==> config.mk <==
export PLATFORM = sky130hd
export DESIGN_NAME = operand_sequencer
export DESIGN_NICKNAME = d
export VERILOG_FILES = /design/src/rtl/operand_sequencer_pkg.sv /design/src/rtl/operand_sequencer_misr.sv /design/src/rtl/operand_sequencer.sv
export SDC_FILE = /design/constraint.sdc
export NUM_CORES = 1
export LEC_CHECK = 0
export ABC_AREA = 1
export BUFFER_PORTS_ARGS = -buffer_cell sky130_fd_sc_hd__buf_2
export CORE_AREA = 3 3 180 182
export DETAILED_ROUTE_END_ITERATION = 6
export DIE_AREA = 0 0 183 185
export SYNTH_ARGS = -nofsm -noshare
export SYNTH_HDL_FRONTEND = slang
export SYNTH_SLANG_ARGS = --single-unit
==> constraint.sdc <==
create_clock -name clk -period 4.74 [get_ports clk]
set_clock_uncertainty 0.05 [all_clocks]
set_input_delay 0.948 -clock clk [delete_from_list [all_inputs] [get_ports clk]]
set_output_delay 0.948 -clock clk [all_outputs]
set_load 0.02 [all_outputs]
==> src/rtl/operand_sequencer_pkg.sv <==
// rtl/operand_sequencer_pkg.sv - shared states, MISR polynomial and default sizes for operand_sequencer
package operand_sequencer_pkg;

   typedef enum logic [1:0] {
      S_IDLE,
      S_ZERO,
      S_RUN,
      S_DRAIN
   } seq_state_t;

   localparam logic [11:0] MISR_POLY = 12'h053;

   localparam int DEF_W        = 12;
   localparam int DEF_DEPTH    = 4;
   localparam int DEF_HOLD     = 8;
   localparam int DEF_ZERO_CYC = 1;
   localparam int DEF_LAT      = 2;
   localparam int DEF_PAT_LEN  = 16;

   // wide enough for HOLD, ZERO_CYC and LAT phase counting
   localparam int CNT_W = 8;

endpackage

==> src/rtl/operand_sequencer_misr.sv <==
// rtl/operand_sequencer_misr.sv - result compactor: e delay pipe, W-bit MISR and saturating sample count
module seq_misr
   import operand_sequencer_pkg::*;
#(
   parameter int W   = DEF_W,
   parameter int LAT = DEF_LAT
) (
   input  logic         clk,
   input  logic         rst,
   input  logic         clr,
   input  logic         en,
   input  logic [W-1:0] y,
   output logic [W-1:0] sig,
   output logic [7:0]   samp_cnt
);

   logic [LAT-1:0] pipe;
   logic           e_d;

   assign e_d = pipe[LAT-1];

   always_ff @(posedge clk) begin
      if (rst || clr) begin
         pipe     <= '0;
         sig      <= '0;
         samp_cnt <= '0;
      end else begin
         pipe <= (pipe << 1) | LAT'(en);
         // e_d marks the cycle where the result for an enabled beat sits on y
         if (e_d) begin
            sig      <= {sig[W-2:0], 1'b0} ^ (sig[W-1] ? W'(MISR_POLY) : '0) ^ y;
            samp_cnt <= (samp_cnt == 8'hFF) ? samp_cnt : samp_cnt + 8'd1;
         end
      end
   end

endmodule

==> src/rtl/operand_sequencer.sv <==
// rtl/operand_sequencer.sv - plays programmed operand triples with an enable pattern and signs the results
module operand_sequencer
   import operand_sequencer_pkg::*;
#(
   parameter int W        = DEF_W,
   parameter int DEPTH    = DEF_DEPTH,
   parameter int HOLD     = DEF_HOLD,
   parameter int ZERO_CYC = DEF_ZERO_CYC,
   parameter int LAT      = DEF_LAT,
   parameter int PAT_LEN  = DEF_PAT_LEN,
   localparam int AW      = $clog2(DEPTH),
   localparam int BW      = $clog2(PAT_LEN)
) (
   input  logic               clk,
   input  logic               rst,
   input  logic               cfg_we,
   input  logic [AW-1:0]      cfg_addr,
   input  logic [W-1:0]       cfg_a,
   input  logic [W-1:0]       cfg_b,
   input  logic [W-1:0]       cfg_c,
   input  logic [PAT_LEN-1:0] pattern,
   input  logic [AW-1:0]      n_trip,
   input  logic               start,
   input  logic [W-1:0]       y_in,
   output logic [W-1:0]       a,
   output logic [W-1:0]       b,
   output logic [W-1:0]       c,
   output logic               e,
   output logic               busy,
   output logic               done,
   output logic [W-1:0]       sig,
   output logic [7:0]         samp_cnt
);

   logic [W-1:0] slot_a [DEPTH];
   logic [W-1:0] slot_b [DEPTH];
   logic [W-1:0] slot_c [DEPTH];

   seq_state_t         state, state_n;
   logic [CNT_W-1:0]   cnt, cnt_n;
   logic [AW-1:0]      trip, trip_n, ntrip_q, ntrip_n;
   logic [BW-1:0]      beat, beat_n, beat_inc;
   logic [PAT_LEN-1:0] pat_q, pat_n;
   logic [W-1:0]       a_n, b_n, c_n;
   logic               e_n, busy_n, done_n, clr;

   always_ff @(posedge clk) begin
      if (state == S_IDLE && cfg_we) begin
         slot_a[cfg_addr] <= cfg_a;
         slot_b[cfg_addr] <= cfg_b;
         slot_c[cfg_addr] <= cfg_c;
      end
   end

   assign beat_inc = (beat == BW'(PAT_LEN - 1)) ? '0 : beat + BW'(1);

   // outputs are computed for the next cycle so a/b/c/e leave the flops aligned with state
   always_comb begin
      state_n = state;
      cnt_n   = cnt + CNT_W'(1);
      trip_n  = trip;
      beat_n  = beat;
      pat_n   = pat_q;
      ntrip_n = ntrip_q;
      a_n     = '0;
      b_n     = '0;
      c_n     = '0;
      e_n     = 1'b0;
      busy_n  = busy;
      done_n  = 1'b0;
      clr     = 1'b0;
      case (state)
         S_IDLE: begin
            cnt_n = '0;
            if (start) begin
               state_n = S_ZERO;
               pat_n   = pattern;
               ntrip_n = n_trip;
               trip_n  = '0;
               beat_n  = '0;
               busy_n  = 1'b1;
               clr     = 1'b1;
            end
         end
         S_ZERO: begin
            if (cnt == CNT_W'(ZERO_CYC - 1)) begin
               state_n = S_RUN;
               cnt_n   = '0;
               a_n     = slot_a[trip];
               b_n     = slot_b[trip];
               c_n     = slot_c[trip];
               e_n     = pat_q[beat];
               beat_n  = beat_inc;
            end
         end
         S_RUN: begin
            if (cnt == CNT_W'(HOLD - 1)) begin
               cnt_n = '0;
               if (trip == ntrip_q) begin
                  state_n = S_DRAIN;
               end else begin
                  state_n = S_ZERO;
                  trip_n  = trip + AW'(1);
               end
            end else begin
               a_n    = slot_a[trip];
               b_n    = slot_b[trip];
               c_n    = slot_c[trip];
               e_n    = pat_q[beat];
               beat_n = beat_inc;
            end
         end
         S_DRAIN: begin
            if (cnt == CNT_W'(LAT - 1)) begin
               state_n = S_IDLE;
               cnt_n   = '0;
               busy_n  = 1'b0;
               done_n  = 1'b1;
            end
         end
         default: state_n = S_IDLE;
      endcase
   end

   always_ff @(posedge clk) begin
      if (rst) begin
         state   <= S_IDLE;
         cnt     <= '0;
         trip    <= '0;
         beat    <= '0;
         pat_q   <= '0;
         ntrip_q <= '0;
         a       <= '0;
         b       <= '0;
         c       <= '0;
         e       <= 1'b0;
         busy    <= 1'b0;
         done    <= 1'b0;
      end else begin
         state   <= state_n;
         cnt     <= cnt_n;
         trip    <= trip_n;
         beat    <= beat_n;
         pat_q   <= pat_n;
         ntrip_q <= ntrip_n;
         a       <= a_n;
         b       <= b_n;
         c       <= c_n;
         e       <= e_n;
         busy    <= busy_n;
         done    <= done_n;
      end
   end

   seq_misr #(
      .W   (W),
      .LAT (LAT)
   ) u_misr (
      .clk      (clk),
      .rst      (rst),
      .clr      (clr),
      .en       (e),
      .y        (y_in),
      .sig      (sig),
      .samp_cnt (samp_cnt)
   );

endmodule

==> impl_summary.txt, run 1 <==
----------------------------------------------------
[Status]
  Run status ... completed

[Power]
  Power per unit of standard cell area ... 496 nW/µm²
  Leakage power of the design ... 4.42 nW
  Largest voltage drop on the vdd net ... approximately 280 µV

[Critical path]
  Critical Path Sink Type ... register
  Depth of the most critical reg-to-reg path ... 9
  Minimum setup slack among reg-to-reg paths ... 2.23 ns
  Launch point of the worst reg-to-reg path ... state[0]
  Crit start category ... register
  Maximum net fanout on the critical path ... 30
  Arrival time worst endpoint ... 2.93 ns
  Destination of the worst register-to-register timing path ... u_misr.sig[2]
  Worst setup path category ... reg -> reg
  Required time of the critical path ... around 5.2 ns

[Yosys]
  Netlist area before placement ... 9280 µm²
  Simple-gate share of the synthesized area ... 14.6%
  Share of synthesized registers carrying an async set or reset ... 0%
  Most frequent cells after synthesis ... 154 x sky130_fd_sc_hd__nand2_1, 144 x sky130_fd_sc_hd__edfxtp_1, 113 x sky130_fd_sc_hd__nor2_1
  Count leader, synth ... sky130_fd_sc_hd__nand2_1
  Leading area contributor after synthesis ... sky130_fd_sc_hd__edfxtp_1
  Top cells by area in the synthesized netlist ... sky130_fd_sc_hd__edfxtp_1 47%, sky130_fd_sc_hd__dfxtp_1 21%, sky130_fd_sc_hd__nand2_1 6.2%, sky130_fd_sc_hd__nor2_1 4.6%, sky130_fd_sc_hd__a21oi_1 3.9%
  Count of distinct cell types in the synthesized netlist ... 31
  Multiplexer share of the synthesized area ... 0%
  Share of the synthesized netlist area taken by xor and xnor gates ... 2.27%
  Synth Warn # ... 0
  Top_reg_cell synth ... sky130_fd_sc_hd__edfxtp_1
  Combinational family with the most area after synthesis ... simple AND/OR/NAND/NOR gates
  Adder-cell area share of the yosys netlist ... about 1.3%
  Area share of the largest cell type after synthesis ... 46.6%
  Count of flip-flops with a built-in enable after synthesis ... 144
  Mapped Nets ... 936
  Sequential-to-total area share from yosys stat ... between 60% and 70%
  Post-synthesis sequential element count ... 241
  Per-instance average area after synthesis ... 10.9 µm²
  Cell count after synthesis ... 854
  Synth Area in Compound Gates ... 9.68%

[Global route]
  Via count of the first global-routing pass ... 6186
  Maximum number of pins on one net before global-route repair ... 73
  Wire length of the first global-routing pass ... 32500 µm
  Initial antenna violation count ... 3
  Global routing usage summed across all routing layers ... 12.0%
  Total global routing overflow ... 0

[Drt]
  Total number of vias ... 6265
  Initial detailed-routing violation count ... 303
  Remaining routing DRC violations ... 0
  Length of the first detailed-routing pass in iterations ... 4
  Antenna Violating Nets Remaining ... 0
  WL final ... a little over 20000 µm
  Detailed-route wire length per cell ... 14.7 µm
  Per-cell via count in the routed design ... 4.48

[Timing]
  Setup total negative slack ... 0 ns
  Relative slew margins ... 34.4%
  Unrepaired setup endpoints after global routing ... no
  Fmax achieved ... 0.398 GHz
  Final critical path time including I/O delays and setup ... 2.51 ns
  Worst slew pin tran ... ~0.98 ns
  Final hold violation count ... 0
  Pins Over Slew Limit ... 0
  Final period utilization ... 53.0%
  Final setup violation count ... 0

[Placement]
  Area of placed instances ... ~10000 µm²
  Placed wire-length estimate ... 12500 µm
  Final weighted congestion in routability-driven placement ... 0.780
  Port bufs ... 130

[CTS]
  Bufs on Longest Clock Path ... 3
  Clock-pin transition on the worst setup and hold timing paths ... 0.06 ns
  Number of clock sinks ... 241
  Number of H-tree levels ... 1
  Inserted Clock Buffers ... 26
  Number of setup buffers added after CTS ... 0
  Number of instances resized during post-cts repair ... 0
  Latest clock arrival within the worst-skew pair ... 0.52 ns
  TritonCTS clock tree ... built
  Cell chosen for the clock root ... sky130_fd_sc_hd__clkbuf_16
  Hold buffer count at cts ... 0

[Floorplanning]
  Floorplan die width ... 183 µm
  Core Footprint ... 30700 µm²
  Initial Util ... 30.2%
  Number of rows created at floorplan ... 64
  Overall die height ... 185 µm
  Total I/O pin count ... 131
  Die Area ... 33900 µm²

[Worst hold path]
  Startpoint of the worst hold path ... u_misr.pipe[0]
  Min-delay worst type ... reg -> reg
  Hold worst-path end ... u_misr.pipe[1]
  Count of cells along the worst hold path ... 2

[Final layout]
  Area added between synthesis and finish ... 20.7%
  Final nets ... 1062
  Final cell area excluding filler cells ... about 11000 µm²
  Fraction of layout cells with a size suffix above 1 ... a little over 20%

[Run]
  Max-Cap Viols ... 0

----------------------------------------------------
[per-stage QoR]
step	setup WS [ns]	hold WS [ns]	cells	power, W	util [%]
after CTS	2.16	0.359	1396	0.00565	36.4
after global routing	1.88	0.368	1396	0.00586	36.4
after global placement	1.76	0.346	1348	0.00355	33.5
after detailed placement	1.73	0.349	1348	0.00356	33.5
after floorplan	0.706	0.344	854	0.00327	-
final	2.23	0.356	1397	0.00555	36.4
[cell type report]
cell class                      count  area (µm²)
Timing Repair Buffer              137         703
Inverter                           61         229
Clock buffer                       34         711
Clock inverter                     14         174
Tap cell                          396         495
Fill cell                        3067       19600
Sequential cell                   241        6270
Multi-Input combinational cell    513        2610
Antenna cell                        1        2.50
[worst max-delay path, cell delays in order (launching register included)]
cell and delay, ns:
sky130_fd_sc_hd__dfxtp_1 0.41, sky130_fd_sc_hd__inv_1 0.11, sky130_fd_sc_hd__ha_1 0.30, sky130_fd_sc_hd__nand2_1 0.62, sky130_fd_sc_hd__inv_2 0.22, sky130_fd_sc_hd__nor2_4 0.24, sky130_fd_sc_hd__inv_2 0.19, sky130_fd_sc_hd__nor2_1 0.12
sky130_fd_sc_hd__o21ai_0 0.09, sky130_fd_sc_hd__inv_1 0.07
[logic make-up (layout without fill, tap and decap cells)]
family                   after synthesis  after routing
AO/OA/AOI/OAI                        151            151
AND/OR/NAND/NOR                      328            328
other                                  0              1
XOR/XNOR                              24             24
flip-flops                           241            241
buffers and inverters                100            246
adder cells (fa/ha/maj)               10             10
[cell usage in the layout, fill, tap and decap left out, drive strengths merged]
cell	n
clkinvlp	5
nor2	119
nor3	5
edfxtp	144
a31oi	2
xor2	16
a21oi	72
xnor2	8
bufinv	3
nand2	159
a32o	23
nand3	42
clkinv	5
o31ai	2
diode	1
nand4	2
dfxtp	97
o22ai	1
o211ai	3
clkbuf	34
inv	62
and3b	1
o21ai	47
buf	137
ha	10
o221ai	1
[worst max-delay path by stage]
| stage | from | to | slack [ns] | depth (start not counted) |
|---|---|---|---|---|
| 2_1_floorplan | cfg_we | slot_a[0][0] | 0.71 | 2 |
| 6_report | state[0] | u_misr.sig[2] | 2.23 | 9 |
| 5_1_grt | state[1] | u_misr.sig[11] | 1.88 | 9 |
| 3_5_place_dp | rst | e | 1.73 | 8 |
| 3_3_place_gp | rst | e | 1.76 | 8 |
| 4_1_cts | state[1] | u_misr.sig[2] | 2.16 | 9 |
[registers in the layout, summed over array words and instances (netlist names), 8 cells and up, named ones only]
name	count
slot_a	48
slot_b	48
slot_c	48
pat_q	16
a	12
b	12
c	12
u_misr.sig	12
cnt	8
u_misr.samp_cnt	8
[per-layer routing]
layer | GRT usage [%] | routed length, µm | vias to the layer above
met1 | 15.4 | 9340 | 2934
li1 | - | - | 3171
met3 | 2.97 | 1210 | 30
met2 | 20.4 | 9600 | 126
met4 | 2.83 | 358 | 4
met5 | 0 | 25 | -
[where the power goes]
part	total (W)	internal (W)	switching, W
logic	0.000989	0.000303	0.000686
clock network	0.00205	0.00123	0.000821
registers	0.00251	0.00243	0.0000823
(Power assumes the default switching activity.)
==> run 2: changes to the inputs <==
==> constraint.sdc (replaced) <==
create_clock -name clk -period 2.2 [get_ports clk]
set_clock_uncertainty 0.05 [all_clocks]
set_input_delay 0.44 -clock clk [delete_from_list [all_inputs] [get_ports clk]]
set_output_delay 0.44 -clock clk [all_outputs]
set_load 0.02 [all_outputs]
==> run 2 against run 1 <==
Compared with the run above: maximum frequency grew 34%; global-route usage shrank 0.070 points; sequential cell count is the same; register-to-register slack lost 1.9 ns; total power grew 110%; non-clock buffer count grew 7; wire length grew 0.76%; setup slack lost 1.9 ns; sequential power grew 120%; final cell count grew 0.50%; hold slack lost 0.27 ns; largest power group unchanged.
==> impl_summary.txt, run 2 (synthesis gave the netlist of run 1 again) <==
----------------------------------------------------
[Global route]
  Total global routing overflow ... 0 (unchanged)
  Wire length of the first global-routing pass ... 32600 µm (+0.23%)
  Maximum number of pins on one net before global-route repair ... 73 (unchanged)
  Initial antenna violation count ... 2 (-1)
  Via count of the first global-routing pass ... 6276 (+1.5%)
  Global routing usage summed across all routing layers ... 11.9% (-0.070 points)

[CTS]
  TritonCTS clock tree ... built
  Bufs on Longest Clock Path ... 3 (unchanged)
  Number of setup buffers added after CTS ... 0 (unchanged)
  Number of H-tree levels ... 1 (unchanged)
  Cell chosen for the clock root ... sky130_fd_sc_hd__clkbuf_16
  Hold buffer count at cts ... 0 (unchanged)
  Latest clock arrival within the worst-skew pair ... 0.52 ns (about the same)
  Clock-pin transition on the worst setup and hold timing paths ... 0.06 ns (about the same)
  Number of clock sinks ... 241 (unchanged)
  Inserted Clock Buffers ... 26 (unchanged)
  Number of instances resized during post-cts repair ... 0 (unchanged)

[Power]
  Switching share of total power ... 28.3% (-0.29 points)
  Combinational group share of total power ... 18.7% (+0.9 points)
  Largest voltage drop on the vdd net ... 581 µV (+100%)
  Power per unit of standard cell area ... 1050 nW/µm² (+110%)
  Total power consumption of the routed design ... 0.0119 W (+110%)
  Leakage power of the design ... 4.50 nW (+1.8%)
  Internal power ... 0.00854 W (+120%)
  P_sw ... 0.00338 W (+110%)
  Proportion of power drawn by flip-flops and latches ... 45.4% (about the same)
  Part of the total power dissipated in the clock network ... 36.0% (-0.9 points)

[Floorplanning]
  Die Area ... 33900 µm² (unchanged)
  Number of rows created at floorplan ... 64 (unchanged)
  Core Footprint ... 30700 µm² (unchanged)
  Floorplan die width ... 183 µm (unchanged)
  Initial Util ... 30.2% (unchanged)
  Total I/O pin count ... 131 (unchanged)
  Overall die height ... 185 µm (unchanged)

[Timing]
  Unrepaired setup endpoints after global routing ... no
  Final setup violation count ... 0 (unchanged)
  Worst slew pin tran ... 0.492 ns (-0.492 ns)
  Final period utilization ... 85.1% (+32 points)
  Hold slack final ... 0.0827 ns (-0.274 ns)
  Final critical path time including I/O delays and setup ... 1.87 ns (-0.641 ns)
  Pins Over Slew Limit ... 0 (unchanged)
  Fmax achieved ... 0.534 GHz (+34%)
  Setup total negative slack ... 0 ns (unchanged)
  Relative slew margins ... 67.2% (+33 points)
  Final hold violation count ... 0 (unchanged)

[Final layout]
  Fraction of layout cells with a size suffix above 1 ... 20.8% (+0.25 points)
  Most frequent cells in the layout ... 154 x sky130_fd_sc_hd__nand2_1, 144 x sky130_fd_sc_hd__edfxtp_1, 130 x sky130_fd_sc_hd__buf_2
  Final nets ... 1069 (+0.66%)
  Commonest non-fill, non-tap cell in the layout ... sky130_fd_sc_hd__nand2_1
  Area added between synthesis and finish ... 22.2%
  Largest registers ranked by flip-flop count ... slot_a: 48 flops, slot_b: 48 flops, slot_c: 48 flops

[Placement]
  Placed wire-length estimate ... 13300 µm (+5.8%)
  Final weighted congestion in routability-driven placement ... 0.762 (-2.4%)
  Port bufs ... 130 (unchanged)

[Critical path]
  Crit start category ... register
  Arrival time worst endpoint ... 2.02 ns (-0.91 ns)
  Required time of the critical path ... 2.35 ns (-2.81 ns)
  Maximum net fanout on the critical path ... 36 (+20%)
  Minimum setup slack among reg-to-reg paths ... 0.33 ns (-1.90 ns)
  Worst setup path category ... reg -> reg
  Critical Path Sink Type ... register

[Status]
  Run status ... completed

[Drt]
  Initial detailed-routing violation count ... 374 (+23%)
  WL final ... 20700 µm (+0.76%)
  Length of the first detailed-routing pass in iterations ... 5 (+1)
  Antenna Violating Nets Remaining ... 0 (unchanged)
  Detailed-route wire length per cell ... 14.7 µm (+0.26%)
  Remaining routing DRC violations ... 0 (unchanged)
  Per-cell via count in the routed design ... 4.53 (+1.1%)
  Total number of vias ... 6364 (+1.6%)

[Worst hold path]
  Min-delay worst type ... in -> reg

[Run]
  Max-Cap Viols ... 0 (unchanged)

----------------------------------------------------
[run 2: power by group through the flow]
stage                     Clock [W]  Combinational (W)  Sequential [W]
after floorplan                   0            0.00146         0.00559
after global placement            0            0.00223         0.00549
after detailed placement          0            0.00227         0.00550
after CTS                   0.00444            0.00227         0.00541
after global routing        0.00462            0.00252         0.00545
final                       0.00429            0.00222         0.00541
[run 2: area by class of cell]
cell class	instances	area, µm²
tap	396	495
inverter	61	229
antenna	1	2.50
sequential	241	6270
fill	3023	19400
clock buffer	39	782
clock inverter	9	83.8
multi-input combinational	513	2640
timing repair buffer	144	843
[run 2: worst paths after layout]
kind / start / end / depth (start not counted)
setup / recovery: state[1] / slot_c[2][2] / 5
hold / removal: cfg_a[0] / slot_a[0][0] / 1
setup reg to reg: state[1] / slot_c[2][2] / 5
hold reg to reg: u_misr.pipe[0] / u_misr.pipe[1] / 2
[run 2: per-layer routing]
metal | track usage, % | share of wire (%) | routed length, µm
met5 | 0 | 0.063 | 13
met4 | 2.86 | 1.6 | 330
met2 | 20.0 | 47 | 9660
met3 | 3.44 | 6.3 | 1290
met1 | 15.3 | 45 | 9390
[run 2: stage by stage]
stage          area [µm²]  std cells  utilization, %  worst slack (ns)
4_1_cts             11300       1403            36.9             0.299
3_5_place_dp        10500       1355            34.1             0.303
5_1_grt             11300       1403            36.9             0.157
2_1_floorplan        9300        854               -            -0.469
6_report            11300       1404            36.9             0.328
3_3_place_gp        10500       1355            34.1             0.387
[run 2: worst max-delay path, stage by stage (launching register included)]
cell	delay [ns]
sky130_fd_sc_hd__dfxtp_1	0.35
sky130_fd_sc_hd__inv_1	0.13
sky130_fd_sc_hd__ha_1	0.25
sky130_fd_sc_hd__nand2_1	0.25
sky130_fd_sc_hd__nor3_4	0.23
sky130_fd_sc_hd__buf_12	0.26
